### src/rtl/ex_muldiv_pkg.sv
// Shared constants and types for the EX-stage multiply/divide unit.
package ex_muldiv_pkg;

   localparam int unsigned MD_ITERS = 32;

   localparam logic [5:0] OP_SPECIAL  = 6'h00;
   localparam logic [5:0] FUNCT_MFHI  = 6'h10;
   localparam logic [5:0] FUNCT_MTHI  = 6'h11;
   localparam logic [5:0] FUNCT_MFLO  = 6'h12;
   localparam logic [5:0] FUNCT_MTLO  = 6'h13;
   localparam logic [5:0] FUNCT_MULT  = 6'h18;
   localparam logic [5:0] FUNCT_MULTU = 6'h19;
   localparam logic [5:0] FUNCT_DIV   = 6'h1A;
   localparam logic [5:0] FUNCT_DIVU  = 6'h1B;

   typedef enum logic [1:0] {
      MD_IDLE = 2'd0,
      MD_BUSY = 2'd1,
      MD_DONE = 2'd2
   } md_state_e;

   // Per-operation control captured when a mul/div starts
   typedef struct packed {
      logic is_div;
      logic neg_p;   // negate product / quotient
      logic neg_r;   // negate remainder
   } md_ctl_t;

endpackage

### src/rtl/ex_muldiv_iter.sv
// Unsigned iterative core: shift-add multiply or restoring divide, one bit per cycle.
module muldiv_iter
   import ex_muldiv_pkg::*;
#(
   parameter int unsigned DATA_WIDTH = MD_ITERS
) (
   input  logic                    clk,
   input  logic                    reset,
   input  logic                    start,
   input  logic                    step,
   input  logic                    is_div,
   input  logic [DATA_WIDTH-1:0]   a_mag,
   input  logic [DATA_WIDTH-1:0]   b_mag,
   output logic [2*DATA_WIDTH-1:0] acc_next_c,
   output logic                    last_c
);
   localparam int unsigned W     = DATA_WIDTH;
   localparam int unsigned CNT_W = $clog2(W);

   logic [2*W-1:0]   acc_q, acc_d;
   logic [CNT_W-1:0] cnt_q, cnt_d;
   logic [W:0]       sum;
   logic [W:0]       diff;

   // acc holds {partial product, multiplier} or {remainder, dividend/quotient}
   always_comb begin
      sum  = {1'b0, acc_q[2*W-1:W]} + ({1'b0, b_mag} & {(W+1){acc_q[0]}});
      diff = acc_q[2*W-1:W-1] - {1'b0, b_mag};
      if (is_div) begin
         acc_next_c = diff[W] ? {acc_q[2*W-2:0], 1'b0}
                              : {diff[W-1:0], acc_q[W-2:0], 1'b1};
      end else begin
         acc_next_c = {sum, acc_q[W-1:1]};
      end
   end

   always_comb begin
      acc_d = acc_q;
      cnt_d = cnt_q;
      if (start) begin
         acc_d = {W'(0), a_mag};
         cnt_d = '0;
      end else if (step) begin
         acc_d = acc_next_c;
         cnt_d = cnt_q + CNT_W'(1);
      end
   end

   assign last_c = (cnt_q == CNT_W'(W - 1));

   always_ff @(posedge clk) begin
      if (!reset) begin
         acc_q <= '0;
         cnt_q <= '0;
      end else begin
         acc_q <= acc_d;
         cnt_q <= cnt_d;
      end
   end

endmodule

### src/rtl/ex_muldiv.sv
// EX-stage multiply/divide unit: decode, FSM, sign fix-up, HI/LO and pipeline stall.
module ex_muldiv
   import ex_muldiv_pkg::*;
#(
   parameter int unsigned DATA_WIDTH = MD_ITERS
) (
   input  logic                  clk,
   input  logic                  reset,
   input  logic [5:0]            opcode_in,
   input  logic [5:0]            function_in,
   input  logic [DATA_WIDTH-1:0] operand_a,
   input  logic [DATA_WIDTH-1:0] operand_b,
   input  logic                  flush,
   output logic                  stall_out,
   output logic                  busy_out,
   output logic                  result_sel,
   output logic [DATA_WIDTH-1:0] result_out,
   output logic [DATA_WIDTH-1:0] hi_out,
   output logic [DATA_WIDTH-1:0] lo_out
);
   localparam int unsigned W = DATA_WIDTH;

   md_state_e      state_q, state_d;
   logic [W-1:0]   hi_q, hi_d, lo_q, lo_d;
   logic [W-1:0]   a_q, a_d, b_mag_q, b_mag_d;
   md_ctl_t        ctl_q, ctl_d;

   logic           special;
   logic           dec_mult, dec_multu, dec_div, dec_divu;
   logic           dec_mfhi, dec_mflo, dec_mthi, dec_mtlo;
   logic           dec_md, dec_signed, neg_a, neg_b;
   logic [W-1:0]   a_mag, b_mag;
   logic           start, step, last_c;
   logic [2*W-1:0] acc_next_c, prod;
   logic [W-1:0]   quot, rem;

   always_comb begin
      special    = (opcode_in == OP_SPECIAL);
      dec_mult   = special && (function_in == FUNCT_MULT);
      dec_multu  = special && (function_in == FUNCT_MULTU);
      dec_div    = special && (function_in == FUNCT_DIV);
      dec_divu   = special && (function_in == FUNCT_DIVU);
      dec_mfhi   = special && (function_in == FUNCT_MFHI);
      dec_mflo   = special && (function_in == FUNCT_MFLO);
      dec_mthi   = special && (function_in == FUNCT_MTHI);
      dec_mtlo   = special && (function_in == FUNCT_MTLO);
      dec_md     = dec_mult | dec_multu | dec_div | dec_divu;
      dec_signed = dec_mult | dec_div;
      neg_a      = dec_signed & operand_a[W-1];
      neg_b      = dec_signed & operand_b[W-1];
      a_mag      = neg_a ? -operand_a : operand_a;
      b_mag      = neg_b ? -operand_b : operand_b;
   end

   // Signed fix-up applied to the final iteration's value as it is written
   always_comb begin
      prod = ctl_q.neg_p ? -acc_next_c : acc_next_c;
      quot = ctl_q.neg_p ? -acc_next_c[W-1:0] : acc_next_c[W-1:0];
      rem  = ctl_q.neg_r ? -acc_next_c[2*W-1:W] : acc_next_c[2*W-1:W];
   end

   muldiv_iter #(.DATA_WIDTH(W)) u_iter (
      .clk        (clk),
      .reset      (reset),
      .start      (start),
      .step       (step),
      .is_div     (ctl_q.is_div),
      .a_mag      (a_mag),
      .b_mag      (b_mag_q),
      .acc_next_c (acc_next_c),
      .last_c     (last_c)
   );

   always_comb begin
      state_d = state_q;
      hi_d    = hi_q;
      lo_d    = lo_q;
      a_d     = a_q;
      b_mag_d = b_mag_q;
      ctl_d   = ctl_q;
      start   = 1'b0;
      step    = 1'b0;
      case (state_q)
         MD_IDLE: begin
            if (!flush) begin
               if (dec_md) begin
                  a_d          = operand_a;
                  b_mag_d      = b_mag;
                  ctl_d.is_div = dec_div | dec_divu;
                  ctl_d.neg_p  = neg_a ^ neg_b;
                  ctl_d.neg_r  = neg_a;
                  start        = 1'b1;
                  state_d      = MD_BUSY;
               end else if (dec_mthi) begin
                  hi_d = operand_a;
               end else if (dec_mtlo) begin
                  lo_d = operand_a;
               end
            end
         end
         MD_BUSY: begin
            if (flush) begin
               state_d = MD_IDLE;
            end else begin
               step = 1'b1;
               if (last_c) begin
                  state_d = MD_DONE;
                  if (!ctl_q.is_div) begin
                     hi_d = prod[2*W-1:W];
                     lo_d = prod[W-1:0];
                  end else if (b_mag_q == '0) begin
                     hi_d = a_q;
                     lo_d = '1;
                  end else begin
                     hi_d = rem;
                     lo_d = quot;
                  end
               end
            end
         end
         MD_DONE: state_d = MD_IDLE;
         default: state_d = MD_IDLE;
      endcase
   end

   always_ff @(posedge clk) begin
      if (!reset) begin
         state_q <= MD_IDLE;
         hi_q    <= '0;
         lo_q    <= '0;
         a_q     <= '0;
         b_mag_q <= '0;
         ctl_q   <= '0;
      end else begin
         state_q <= state_d;
         hi_q    <= hi_d;
         lo_q    <= lo_d;
         a_q     <= a_d;
         b_mag_q <= b_mag_d;
         ctl_q   <= ctl_d;
      end
   end

   // Stall and busy are forced low while reset is held
   assign stall_out  = reset & ~flush &
                       (((state_q == MD_IDLE) & dec_md) | (state_q == MD_BUSY));
   assign busy_out   = reset & (state_q == MD_BUSY);
   assign result_sel = dec_mfhi | dec_mflo;
   assign result_out = dec_mfhi ? hi_q : (dec_mflo ? lo_q : '0);
   assign hi_out     = hi_q;
   assign lo_out     = lo_q;

endmodule

### config.mk
export PLATFORM = sky130hd
export DESIGN_NAME = ex_muldiv
export DESIGN_NICKNAME = d
export VERILOG_FILES = /design/src/rtl/ex_muldiv_pkg.sv /design/src/rtl/ex_muldiv_iter.sv /design/src/rtl/ex_muldiv.sv
export SDC_FILE = /design/constraint.sdc
export NUM_CORES = 1
export LEC_CHECK = 0
export CAP_MARGIN = 20
export CORE_UTILIZATION = 40
export CTS_BUF_LIST = sky130_fd_sc_hd__clkbuf_8
export CTS_CLUSTER_DIAMETER = 120
export CTS_CLUSTER_SIZE = 30
export DETAILED_ROUTE_END_ITERATION = 7
export SETUP_SLACK_MARGIN = 0.02
export SYNTH_ARGS = -nofsm -noshare
export SYNTH_HDL_FRONTEND = slang
export SYNTH_SLANG_ARGS = --single-unit
### constraint.sdc
create_clock -name clk -period 5.9 [get_ports clk]
set_input_delay 0.59 -clock clk [delete_from_list [all_inputs] [get_ports clk]]
set_output_delay 0.59 -clock clk [all_outputs]
set_load 0.05 [all_outputs]
Word-level counts from Yosys, hierarchy flattened
Cells that the tools add are included.
Cells by class
  muxes and demuxes: 38
  reductions and logical operators: 18
  add/subtract/negate cells: 8
  bitwise logic cells: 17
  equality and inequality tests: 19
Operators with widths (number)
  $mux 32: 23
  $mux 64: 3
  $neg 32->32: 4
  $pmux 32 s2: 2
  $neg 64->64: 1
  $eq 6x5->1 const B: 8
  $add 32x33->33: 1
  $and 32x33->33: 1
  $sub 33x32->33: 1
  $logic_not 32->1: 1
  $ne 2x2->1 const B: 8
  $logic_and 1x1->1: 8
  $mux 2: 4
  $or 1x1->1: 7
  $reduce_and 7->1: 1
  $and 1x1->1: 6
  $logic_not 6->1: 1
  $reduce_and 3->1: 2
  $reduce_and 6->1: 1
  $add 5x1->5 const B: 1
  $eq 5x5->1 const B: 1
  $mux 1: 5
  $pmux 2 s2: 1
  $reduce_bool 2->1: 2
  other kinds (6): 7
Word-level totals
  bits in registers: 202
  output and inout bits: 99

Depth between registers and ports, before layout
Gate-level depths: netlist of run 1.
  depth after elaboration: 10
  depth in mapped cells: 25

By module
A second synthesis of run 1 with hierarchy kept.
Second synthesis, totals
  cells, all modules: 2397
  area, all modules: 17382.9 µm²
Modules (own cells, without submodules)
  ex_muldiv: cells an instance 1353, seq. area each 2662.6 µm², area each 9750.6 µm², instances 1
  muldiv_iter: cells an instance 1044, seq. area each 1381.3 µm², area each 7632.3 µm², instances 1

Worst setup path after synthesis of run 1
Ideal clock, no wire load.
  kind: register to register
  from: register u_iter.acc_q[31]
  to: register hi_q[10] (netlist: hi_out[10])
  cell stages (with the launch flop): 25
  library setup time: 0.092 ns
  buffers on the path: 1
  arrival: 5.011 ns
  setup slack: 0.797 ns
  cell sequence: dfxtp_1 inv_1 ha_1 inv_1 fa_1 a211oi_2 o21ai_2 a41oi_4 o311ai_4 a21oi_4 xnor2_2 clkbuf_1 nor2_1 a21oi_1 ha_1 o211ai_1 nor3_1 nand2_1 nor2_1 nand2_1 or2_2 o21ai_0 xor2_1 o221a_2 nor4_1
Between the ends
  cells in the longest elaborated chain, start to end: 10
  elaborated cells on any way between the ends: 12
  classes of those cells: 3 x add/sub; 9 x mux
Ends and longest elaborated chain
  from (decl): RTL line ex_muldiv_iter.sv:20  | logic [2*W-1:0] acc_q, acc_d;
  from (signal assigned): RTL line ex_muldiv_iter.sv:53  | acc_q <= '0;
  from (signal assigned): RTL line ex_muldiv_iter.sv:56  | acc_q <= acc_d;
  $sub 33x32->33: RTL line ex_muldiv_iter.sv:28  | diff = acc_q[2*W-1:W-1] - {1'b0, b_mag};
  $mux 64: RTL line ex_muldiv_iter.sv:30  | acc_next_c = diff[W] ? {acc_q[2*W-2:0], 1'b0}
  $mux 64 *: RTL line ex_muldiv_iter.sv:29  | if (is_div) begin
  $neg 32->32: RTL line ex_muldiv.sv:59  | rem = ctl_q.neg_r ? -acc_next_c[2*W-1:W] : acc_next_c[2*W-1:W];
  $mux 32: RTL line ex_muldiv.sv:59
  $mux 32: RTL line ex_muldiv.sv:111  | end else if (b_mag_q == '0) begin
  $mux 32 *: RTL line ex_muldiv.sv:108  | if (!ctl_q.is_div) begin
  $mux 32 *: RTL line ex_muldiv.sv:106  | if (last_c) begin
  $mux 32 *: RTL line ex_muldiv.sv:102  | if (flush) begin
  $pmux 32 s2 *: RTL line ex_muldiv.sv:83  | case (state_q)
  to (signal assigned): RTL line ex_muldiv.sv:136  | hi_q <= hi_d;
  to (decl): RTL line ex_muldiv.sv:24  | logic [W-1:0] hi_q, hi_d, lo_q, lo_d;
Every way passes the cells marked *; elsewhere a longest branch is shown, timed or not. The select of a mux whose other input is x is not followed.
A chain may end at the register's enable or synchronous reset.

Worst setup path in the final report of run 1
  from: register u_iter.acc_q[0]
  to: register hi_q[25] (netlist: hi_out[25])
Between the ends
  cells in the longest elaborated chain, start to end: 10
  elaborated cells on any way between the ends: 13
  classes of those cells: 3 x add/sub; 9 x mux; 1 x bitwise
Ends and longest elaborated chain
  $and 32x33->33: RTL line ex_muldiv_iter.sv:27  | sum = {1'b0, acc_q[2*W-1:W]} + ({1'b0, b_mag} & {(W+1){acc_q[0]}});
  $add 32x33->33: RTL line ex_muldiv_iter.sv:27
  $mux 64 *: RTL line ex_muldiv_iter.sv:29
  $neg 32->32: RTL line ex_muldiv.sv:59
  $mux 32: RTL line ex_muldiv.sv:59
  $mux 32: RTL line ex_muldiv.sv:111
  $mux 32 *: RTL line ex_muldiv.sv:108
  $mux 32 *: RTL line ex_muldiv.sv:106
  $mux 32 *: RTL line ex_muldiv.sv:102
  $pmux 32 s2 *: RTL line ex_muldiv.sv:83
Marks and branches as above.

==> out/results.txt, run 1 <==
Starting Density - 40.9%
Vias in the first global route - 17,800
Combinational power share - 8.6%
Worst skew pair latency - 0.59 ns
RSZ-0062 raised after global routing - true
GRT Total Usage - 31.4%
NetSw - 0.639 mW
Crit path max-delay family - compound AO/OA/AOI/OAI gates
Ys flop type - dfxtp_1
Reg power frac - 60.0%
Power per cell area - 112 nW/µm²
Unique masters post-synth - 91
Row count - 76
Clock network power share - 31.3%
Detail Route Antenna Nets - 0
Post-Synthesis Cell Area - 17,800 µm²
Hold path depth - 2
H-tree depth - 1
GRT busiest layer - met2
First-pass GRT wire length - 110,000 µm
Util after Layout - 46.8%
Hold buffers post-CTS - 0
Share of the synthesized area in the top cell type - 22.7%
Area Growth Syn to Fin - 14.4%
Async set-reset flop share out of synthesis - 0%
Gate Count Post-Synth - 2,492
R2R Path Start - u_iter.acc_q[0]
Via Count - 19,400
Initial DRT Pass Iterations - 5
Final WL - 72,900 µm
Diode count - 0
Die outline width - 213 µm
Clock-pin slew on the worst setup and hold paths - 0.19 ns
Port Buffers - 177
Worst Hold Class - reg2reg
Max_slew headroom - 27.0%
Fin. Hold Viols - 0
EDFF count, synth - 0
Most used cell, CP - o211ai_1
Synthesized Nets - 2,643
Clk_skew - 0.0472 ns
Gr ovfl total - 0
LEAKAGE - 7.39 nW
CTS max path bufs - 3
Worst slew pin tran - 1.09 ns
Cts bufs inserted - 11
Largest net degree at the start of global routing - 111
Die Y - 213 µm
Sw frac - 28.1%
Met1 Use GR - 45.3%
Met3 usage - 4.34%
Drt wl/cell - 23.2 µm
Detailed Place HPWL - 55,700 µm
Clock Root Buffer - clkbuf_8
Critical Path Fanout Max - 23
Top post-synthesis cells by area - dfxtp_1, a21oi_1, nand2_1
Setup crit end kind - flip-flop
Post-route clock period utilization - 96.5%
Vias per inst - 6.18
RD Place Congestion - 1.00
DRC errors left - 0
Buf/Inv on CP - 2
Worst-path cell with the longest stage delay - or4_1
Setup violations, final - 0
Power Internal - 1.64 mW
Reg2reg setup slack - 0.20 ns
CP required - 6.40 ns
Worst Setup Path Type - reg2reg
Final Max Tran Viols - 0
Final nets - 2,712
VDD IR max - 0.113 mV
Most frequent cell after synthesis - nand2_1
Sinks on the clock net - 202
Status - finished, final reports clean
Terminus of the critical flop-to-flop path - hi_out[25]
Critical path arrival - 6.19 ns
Synth area leader - dfxtp_1
Layout cells sized above 1 - 5.85%
Minimum clock period - 5.70 ns
Synthesis-stage register bit count - 202
Worst path max stage delay - 0.52 ns
Hold endpoint - a_q[27]
R2R depth - 18
Worst hold start - a_q[27]
Avg Cell Area, Syn - 7.14 µm²
Crit path launch type - flip-flop
Synth warnings - 0
Register area share after synthesis - 22.7%
Crit path cell chain - clkinvlp_4, buf_12, nor2_1, ha_1, a21o_1, a211o_1, a221oi_4, nor2_1, a211oi_2, o211ai_1, a31oi_2, o211ai_1, or2_1, or4_1, o31ai_1, mux2i_1, o211ai_1, o22ai_1
Fmax - 0.176 GHz
Core area - 43,500 µm²
Iter 0 DRT Violations - 2,015
Power Total - 2.28 mW
Commonest cells in the netlist - nand2_1, nor2_1, a21oi_1
Die ar. - 45,300 µm²
I/O Pins - 178
Initial antenna violation count - 1
TritonCTS clock tree - built
Maxcap violations - 0
Global Route met2 Usage - 49.2%
[power groups by stage]
stage	clock, mW	sequential [mW]	combinational, mW
6_report	0.714	1.37	0.197
5_1_grt	0.764	1.37	0.207
4_1_cts	0.726	1.37	0.192
3_5_place_dp	0	1.39	0.191
3_3_place_gp	0	1.39	0.190
2_1_floorplan	0	1.40	0.0795
[per-stage QoR]
stage / setup slack, ns / instances / setup TNS, ns / area [µm²] / hold slack [ns]
detailed placement: -0.0409 / 3124 / -0.0409 / 20000 / 0.447
finish: 0.205 / 3148 / 0 / 20300 / 0.466
floorplan: 0.797 / 2492 / 0 / 17800 / 0.429
CTS: 0.0327 / 3139 / 0 / 20200 / 0.470
global route: 0.00351 / 3148 / 0 / 20300 / 0.491
global placement: -0.0755 / 3124 / -0.0755 / 20000 / 0.442
[how the worst max path moves through the flow]
stage,end,slack [ns],start,cells past startpoint
6_report,hi_out[25],0.20,u_iter.acc_q[0],18
5_1_grt,hi_out[25],0.004,u_iter.acc_q[0],18
4_1_cts,hi_out[25],0.03,u_iter.acc_q[0],18
3_5_place_dp,hi_out[25],-0.04,u_iter.acc_q[0],18
3_3_place_gp,hi_out[25],-0.08,u_iter.acc_q[0],18
2_1_floorplan,hi_out[10],0.80,u_iter.acc_q[31],24
[layout make-up]
| cell class | instances | area [µm²] |
|---|---|---|
| fillers | 4467 | 23100 |
| clock inverters | 4 | 53.8 |
| clock buffers | 11 | 151 |
| flip-flops and latches | 202 | 4050 |
| well taps | 585 | 732 |
| repair buffers | 237 | 2240 |
| multi-input cells | 2046 | 12900 |
| inverters | 63 | 243 |
[layer usage]
metal / wire, µm / share of wire, % / vias to the layer above
met5: 14 / 0.019 / -
met4: 1620 / 2.2 / 2
met3: 5550 / 7.6 / 99
met2: 32500 / 45 / 782
met1: 33300 / 46 / 9388
li1: - / - / 9170
[sequential cells by signal, indices dropped and copies added (netlist names)]
register      cells
lo_out           32
hi_out           32
u_iter.acc_q     64
b_mag_q          32
state_q           2
ctl_q             3
a_q              32
u_iter.cnt_q      5
[placed cells by master (no fill, tap or decap), types with 70 or more instances in the layout]
| cell | netlist | final |
|---|---|---|
| nand2_1 | 323 | 323 |
| nor2_1 | 297 | 296 |
| a21oi_1 | 247 | 246 |
| dfxtp_1 | 202 | 201 |
| clkdlybuf4s50_1 | 0 | 176 |
| o21ai_0 | 139 | 137 |
| xnor2_1 | 99 | 99 |
| mux2i_1 | 86 | 86 |
| a211oi_1 | 78 | 76 |
| xor2_1 | 76 | 76 |
| ha_1 | 70 | 70 |
[timing repair]
item	CTS	global route
setup buffers	0	8
endpoints found under the hold margin	0	0
endpoints found under the setup margin	1	8
resized for setup	2	6
pin swaps	0	4
cloned	0	1
[worst register-to-register path, stage by stage, from the launching register on]
cell,delay [ns]
dfxtp_1,0.51
clkinvlp_4,0.31
buf_12,0.25
nor2_1,0.15
ha_1,0.33
a21o_1,0.21
a211o_1,0.34
a221oi_4,0.42
nor2_1,0.17
a211oi_2,0.37
o211ai_1,0.17
a31oi_2,0.31
o211ai_1,0.19
or2_1,0.38
or4_1,0.52
o31ai_1,0.35
mux2i_1,0.36
o211ai_1,0.13
o22ai_1,0.15
[cells by family (layout without fill, tap and decap cells)]
| kind of cell | count (synthesis) | in the layout | share of synthesized area [%] |
|---|---|---|---|
| flip-flops | 202 | 202 | 22.7 |
| XOR/XNOR | 177 | 178 | 8.86 |
| AO/OA/AOI/OAI | 762 | 762 | 28.0 |
| buffers and inverters | 245 | 315 | 5.40 |
| AND/OR/NAND/NOR | 928 | 928 | 23.7 |
| adder cells (fa/ha/maj) | 72 | 72 | 5.15 |
| multiplexers | 106 | 106 | 6.11 |
Note: power is estimated with default switching activity, not from simulation.
==> run 2: changes to the inputs <==
==> constraint.sdc (replaced) <==
create_clock -name clk -period 5.9 [get_ports clk]
set_input_delay 0.59 -clock clk [delete_from_list [all_inputs] [get_ports clk]]
set_output_delay 0.59 -clock clk [all_outputs]
set_load 0.1 [all_outputs]
==> run 2 against run 1 <==
Worst hold slack improved by 0.0031 ns. Largest power group unchanged. Clock power increased by 3.4%. Combinational power about the same. Sequential cell count unchanged.
==> out/results.txt, run 2 (synthesized netlist as in run 1, its figures left out) <==
Status - finished, final reports clean
Vias per inst - 6.21 (+0.60%)
Worst Hold Class - reg2reg
Iter 0 DRT Violations - 1,863 (-7.5%)
Clock Root Buffer - clkbuf_8
Reg2reg setup slack - 0.39 ns (+0.19 ns)
Vias in the first global route - 18,200 (+2.2%)
Fin Setup TNS - 0 ns (unchanged)
Post-CTS Setup Bufs - 0 (unchanged)
Largest Register - u_iter.acc_q
Starting Density - 40.9% (unchanged)
DR top layer - met5
Initial DRT Pass Iterations - 5 (unchanged)
Power per cell area - 113 nW/µm² (+1.3%)
VDD IR max - 0.126 mV (+11%)
Detailed Place HPWL - 56,800 µm (+1.9%)
Final WL - 74,100 µm (+1.7%)
Gr ovfl total - 0 (unchanged)
Crit path launch type - flip-flop
Final Max Tran Viols - 0 (unchanged)
Largest register FFs - 64 (unchanged)
Worst setup margin - 0.390 ns (+0.185 ns)
Maxcap violations - 0 (unchanged)
Layout cells sized above 1 - 5.75% (-0.10 points)
Largest net degree at the start of global routing - 134 (+21%)
Worst skew pair latency - 0.56 ns (-0.03 ns)
TritonCTS clock tree - built
GRT Total Usage - 31.9% (+0.46 points)
Met2 WL - 32,200 µm (-0.65%)
Final nets - 2,705 (-0.26%)
I/O Pins - 178 (unchanged)
RD Place Congestion - 0.995 (-0.55%)
Fin. Hold Viols - 0 (unchanged)
DRC errors left - 0 (unchanged)
Minimum clock period - 5.51 ns (-0.185 ns)
Most frequent cells in the layout - nand2_1, nor2_1, a21oi_1, dfxtp_1, clkdlybuf4s50_1
WL met1 - 33,100 µm (-0.56%)
Most common cell after layout, fill and taps aside - nand2_1
Post-route clock period utilization - 93.4% (-3.1 points)
Setup crit end kind - flip-flop
Worst Setup Path Type - reg2reg
Setup violations, final - 0 (unchanged)
Register area - 4050 µm² (unchanged)
Clock-pin slew on the worst setup and hold paths - 0.18 ns (about the same)
Drt wl/cell - 23.6 µm (+1.8%)
Die Y - 213 µm (unchanged)
Die ar. - 45,300 µm² (unchanged)
Via Count - 19,500 (+0.44%)
Critical path arrival - 5.98 ns (-0.21 ns)
Critical Path Fanout Max - 18 (-22%)
Fmax - 0.181 GHz (+3.4%)
Die outline width - 213 µm (unchanged)
R2R depth - 16 (-2)
Hold path depth - 2 (unchanged)
Detail Route Antenna Nets - 0 (unchanged)
Core area - 43,500 µm² (unchanged)
Initial antenna violation count - 4 (+3)
Worst slew pin tran - 1.15 ns (+0.0582 ns)
CTS max path bufs - 3 (unchanged)
LEAKAGE - 7.36 nW (-0.31%)
Cts bufs inserted - 11 (unchanged)
H-tree depth - 1 (unchanged)
Max_slew headroom - 23.1% (-3.9 points)
DP Worst Slack - 0.145 ns (+0.185 ns)
Port Buffers - 177 (unchanged)
Area occupied by multi-input gates - 12,900 µm² (about the same)
Met3 Routed Length - 5960 µm (+7.4%)
Util after Layout - 46.7% (-0.098 points)
Area Growth Syn to Fin - 14.1%
Row count - 76 (unchanged)
Clk_skew - 0.0478 ns (+0.000566 ns)
RSZ-0062 raised after global routing - false
Fillers - 4,585 (+2.6%)
CP required - 6.37 ns (-0.03 ns)
First-pass GRT wire length - 111,000 µm (+0.76%)
Sinks on the clock net - 202 (unchanged)
run 2: cell count changes in the layout (fill, tap and decap cells not counted), sizes merged:
| cell | previous run | this run |
|---|---|---|
| diode | 0 | 1 |
| buf | 61 | 57 |
| bufinv | 0 | 1 |
| clkdlybuf4s50 | 176 | 173 |
| clkinv | 1 | 3 |
| inv | 65 | 63 |
run 2: stage by stage:
stage	cell area, µm²	hold slack (ns)	power [mW]	std cells
2_1_floorplan	17800	0.429	1.48	2492
3_3_place_gp	20000	0.436	1.59	3125
3_5_place_dp	20000	0.447	1.59	3125
4_1_cts	20200	0.467	2.31	3141
5_1_grt	20300	0.492	2.37	3142
6_report	20300	0.469	2.30	3143
run 2: area by class of cell:
type	instances	area share, %
Antenna cell	1	0.0123
Clock buffer	11	0.746
Clock inverter	5	0.358
Inverter	63	1.20
Multi-Input combinational cell	2046	63.4
Sequential cell	202	19.9
Tap cell	585	3.61
Timing Repair Buffer	230	10.8
run 2: worst paths after layout:
kind	to	from
max	hi_out[30]	u_iter.acc_q[0]
min	a_q[19]	a_q[19]
max reg2reg	hi_out[30]	u_iter.acc_q[0]
min reg2reg	a_q[19]	a_q[19]
run 2: critical path, cell delays in order (launching register included):
cell        delay [ns]
dfxtp_1           0.44
clkinvlp_4        0.34
nor2_1            0.29
fa_1              0.29
a211oi_1          0.10
o21a_1            0.24
a21o_1            0.26
a211oi_1          0.68
a31oi_1           0.29
o41ai_1           0.62
xnor2_1           0.19
a22oi_1           0.23
or3_1             0.47
nor3_1            0.45
a31o_2            0.24
o211ai_1          0.09
a32o_1            0.21
run 2: layer usage:
metal	track usage [%]	up-vias
li1	-	9150
met4	11.2	6
met3	4.77	144
met5	0	-
met1	45.4	9356
met2	48.5	870
run 2: report_power, final:
part           total (mW)  switching, mW  internal [mW]  leakage, nW
combinational       0.197          0.118         0.0789         5.62
sequential           1.37       0.000555           1.37         1.63
clock               0.738          0.505          0.233        0.115
total                2.30          0.624           1.68         7.36
run 2: timing repair:
item                                    in CTS  in global routing
resized for setup                            0                  6
endpoints found under the setup margin       0                 10
hold buffers                                 0                  0
==> run 3: changes to the inputs <==
MAX_ROUTING_LAYER = met4   (was unset)
==> run 3 against run 2 <==
Maximum frequency decreased by 0.46%. Sequential cell count unchanged. Clock power is 8.4% higher. Cell area about the same. Sequential share of layout area about the same. Power is 2.7% higher. Critical path depth rose by 2. Non-clock buffer count shrank 2. Critical path type unchanged. Critical endpoint is now hi_out[25]. Largest cell class unchanged. Highest routed layer is now met4.
==> out/results.txt, run 3 (synthesized netlist as in run 1, its figures left out) <==
Buf/Inv on CP - 2 (+1)
H-tree depth - 1 (unchanged)
I/O Pins - 178 (unchanged)
Critical Path Fanout Max - 20 (+2)
RD Place Congestion - 1.02 (+2.2%)
Crit path cell chain - inv_1, ha_1, inv_1, fa_1, a211oi_2, o21ai_2, a41oi_4, o311ai_4, a21oi_4, xnor2_4, a21oi_1, a211oi_1, nand3b_1, nand4b_1, o31ai_1, mux2i_1, o211ai_1, o22ai_1
Largest Register - u_iter.acc_q
Fin Setup TNS - 0 ns (unchanged)
Power per cell area - 116 nW/µm² (+2.6%)
Clk_skew - 0.0996 ns (+0.0518 ns)
Largest net degree at the start of global routing - 134 (unchanged)
Worst Setup Path Type - reg2reg
Die Y - 213 µm (unchanged)
CP required - 6.43 ns (+0.06 ns)
Hold path depth - 2 (unchanged)
Fmax - 0.181 GHz (-0.46%)
Final nets - 2,703 (-0.074%)
Largest register FFs - 64 (unchanged)
Core area - 43,500 µm² (unchanged)
Worst slew pin tran - 1.12 ns (-0.0312 ns)
Hold buffers post-CTS - 0 (unchanged)
Min Hold Slack - 0.461 ns (-0.00753 ns)
Maxcap violations - 0 (unchanged)
Die outline width - 213 µm (unchanged)
Initial antenna violation count - 1 (-3)
Via Count - 19,700 (+0.86%)
RSZ-0062 raised after global routing - true
Worst path max stage delay - 0.75 ns (+0.07 ns)
Combinational power share - 8.4% (-0.2 points)
Sinks on the clock net - 202 (unchanged)
Setup crit end kind - flip-flop
Sw frac - 27.8% (+0.66 points)
Critical path arrival - 6.06 ns (+0.08 ns)
Minimum clock period - 5.54 ns (+0.0255 ns)
Port Buffers - 177 (unchanged)
Layout cells sized above 1 - 5.71% (-0.039 points)
Reg2reg setup slack - 0.36 ns (-0.03 ns)
Worst Hold Class - reg2reg
Vias per inst - 6.27 (+0.86%)
Worst hold start - a_q[19]
NetSw - 0.656 mW (+5.2%)
TritonCTS clock tree - built
First-pass GRT wire length - 112,000 µm (+1.4%)
Detail Route Antenna Nets - 0 (unchanged)
Detailed Place HPWL - 56,500 µm (-0.49%)
DRC errors left - 0 (unchanged)
Die ar. - 45,300 µm² (unchanged)
LEAKAGE - 7.37 nW (+0.14%)
Terminus of the critical flop-to-flop path - hi_out[25]
Worst skew pair latency - 0.62 ns (+0.06 ns)
R2R Path Start - u_iter.acc_q[31]
Most used cell, CP - inv_1
Clock-pin slew on the worst setup and hold paths - 0.19 ns (about the same)
Most frequent cells in the layout - nand2_1, nor2_1, a21oi_1, dfxtp_1, clkdlybuf4s50_1
Clock network power share - 33.9% (+1.8 points)
Clock Root Buffer - clkbuf_8
Hold endpoint - a_q[19]
Crit path launch type - flip-flop
R2R depth - 18 (+2)
Reg power frac - 57.8% (-1.6 points)
Power Internal - 1.71 mW (+1.8%)
Most common cell after layout, fill and taps aside - nand2_1
Initial DRT Pass Iterations - 5 (unchanged)
Max_slew headroom - 25.4% (+2.3 points)
Worst-path cell with the longest stage delay - xnor2_4
Status - finished, final reports clean
Fin. Hold Viols - 0 (unchanged)
Iter 0 DRT Violations - 1,898 (+1.9%)
Starting Density - 40.9% (unchanged)
Final WL - 74,200 µm (about the same)
CTS max path bufs - 3 (unchanged)
Post-route clock period utilization - 93.8% (+0.43 points)
GRT Total Usage - 33.2% (+1.3 points)
VDD IR max - 0.120 mV (-4.2%)
Power Total - 2.36 mW (+2.7%)
Crit path max-delay family - compound AO/OA/AOI/OAI gates
Area Growth Syn to Fin - 14.2% (about the same)
Gr ovfl total - 0 (unchanged)
Setup violations, final - 0 (unchanged)
Final Max Tran Viols - 0 (unchanged)
Vias in the first global route - 18,200 (+0.25%)
Row count - 76 (unchanged)
Cts bufs inserted - 12 (+1)
Drt wl/cell - 23.6 µm (about the same)
[run 3: changes by cell type in the layout (fill, tap and decap cells not counted), sizes merged]
cell / previous run / this run
buf: 57 / 55
clkbuf: 11 / 13
clkinv: 3 / 2
inv: 63 / 65
xnor2: 102 / 101
[run 3: repair_timing]
item / 4_1_cts / 5_1_grt
setup buffers: 0 / 0
resized for setup: 1 / 4
setup endpoints to repair: 1 / 5
pin swaps: 0 / 0
[run 3: worst min-delay path: stages, from the launching register on]
cell	delay, ns
dfxtp_1	0.35
nand2_1	0.05
a21oi_1	0.05
[run 3: power by group through the flow]
stage	clock [mW]	combinational, mW	sequential (mW)
final	0.800	0.198	1.37
after global placement	0	0.193	1.39
after floorplan	0	0.0795	1.40
after detailed placement	0	0.193	1.39
after CTS	0.815	0.194	1.37
after global routing	0.851	0.208	1.37
[run 3: layout make-up]
class                      instances  area (µm²)
multi-input combinational       2045       12800
sequential                       202        4050
clock inverter                     6        75.1
timing repair buffer             228        2190
inverter                          63         239
tap                              585         732
clock buffer                      13         179
antenna                            1        2.50
fill                            4451       23100
[run 3: how the worst max path moves through the flow]
stage | startpoint | to | depth (start not counted)
2_1_floorplan | u_iter.acc_q[31] | hi_out[10] | 24
3_3_place_gp | u_iter.acc_q[0] | hi_out[25] | 18
3_5_place_dp | u_iter.acc_q[0] | hi_out[25] | 18
4_1_cts | u_iter.acc_q[0] | hi_out[25] | 18
5_1_grt | b_mag_q[23] | hi_out[25] | 15
6_report | u_iter.acc_q[31] | hi_out[25] | 18
[run 3: routing by layer]
metal | wire length [µm] | track usage, % | part of all wire, % | vias up
met3 | 6400 | 4.82 | 8.6 | 108
met2 | 32700 | 49.7 | 44 | 900
met1 | 33200 | 46.2 | 45 | 9529
li1 | - | - | - | 9156
met4 | 1930 | 8.93 | 2.6 | 0
met5 | 0 | - | 0 | -
[run 3: stage by stage]
stage	instance area [µm²]	std cells	utilization [%]	setup WS (ns)
floorplan	17800	2492	-	0.797
global placement	20000	3122	46.0	0.0728
detailed placement	20000	3122	46.0	0.0678
CTS	20300	3141	46.6	0.138
global route	20300	3143	46.7	0.0154
finish	20300	3143	46.7	0.364
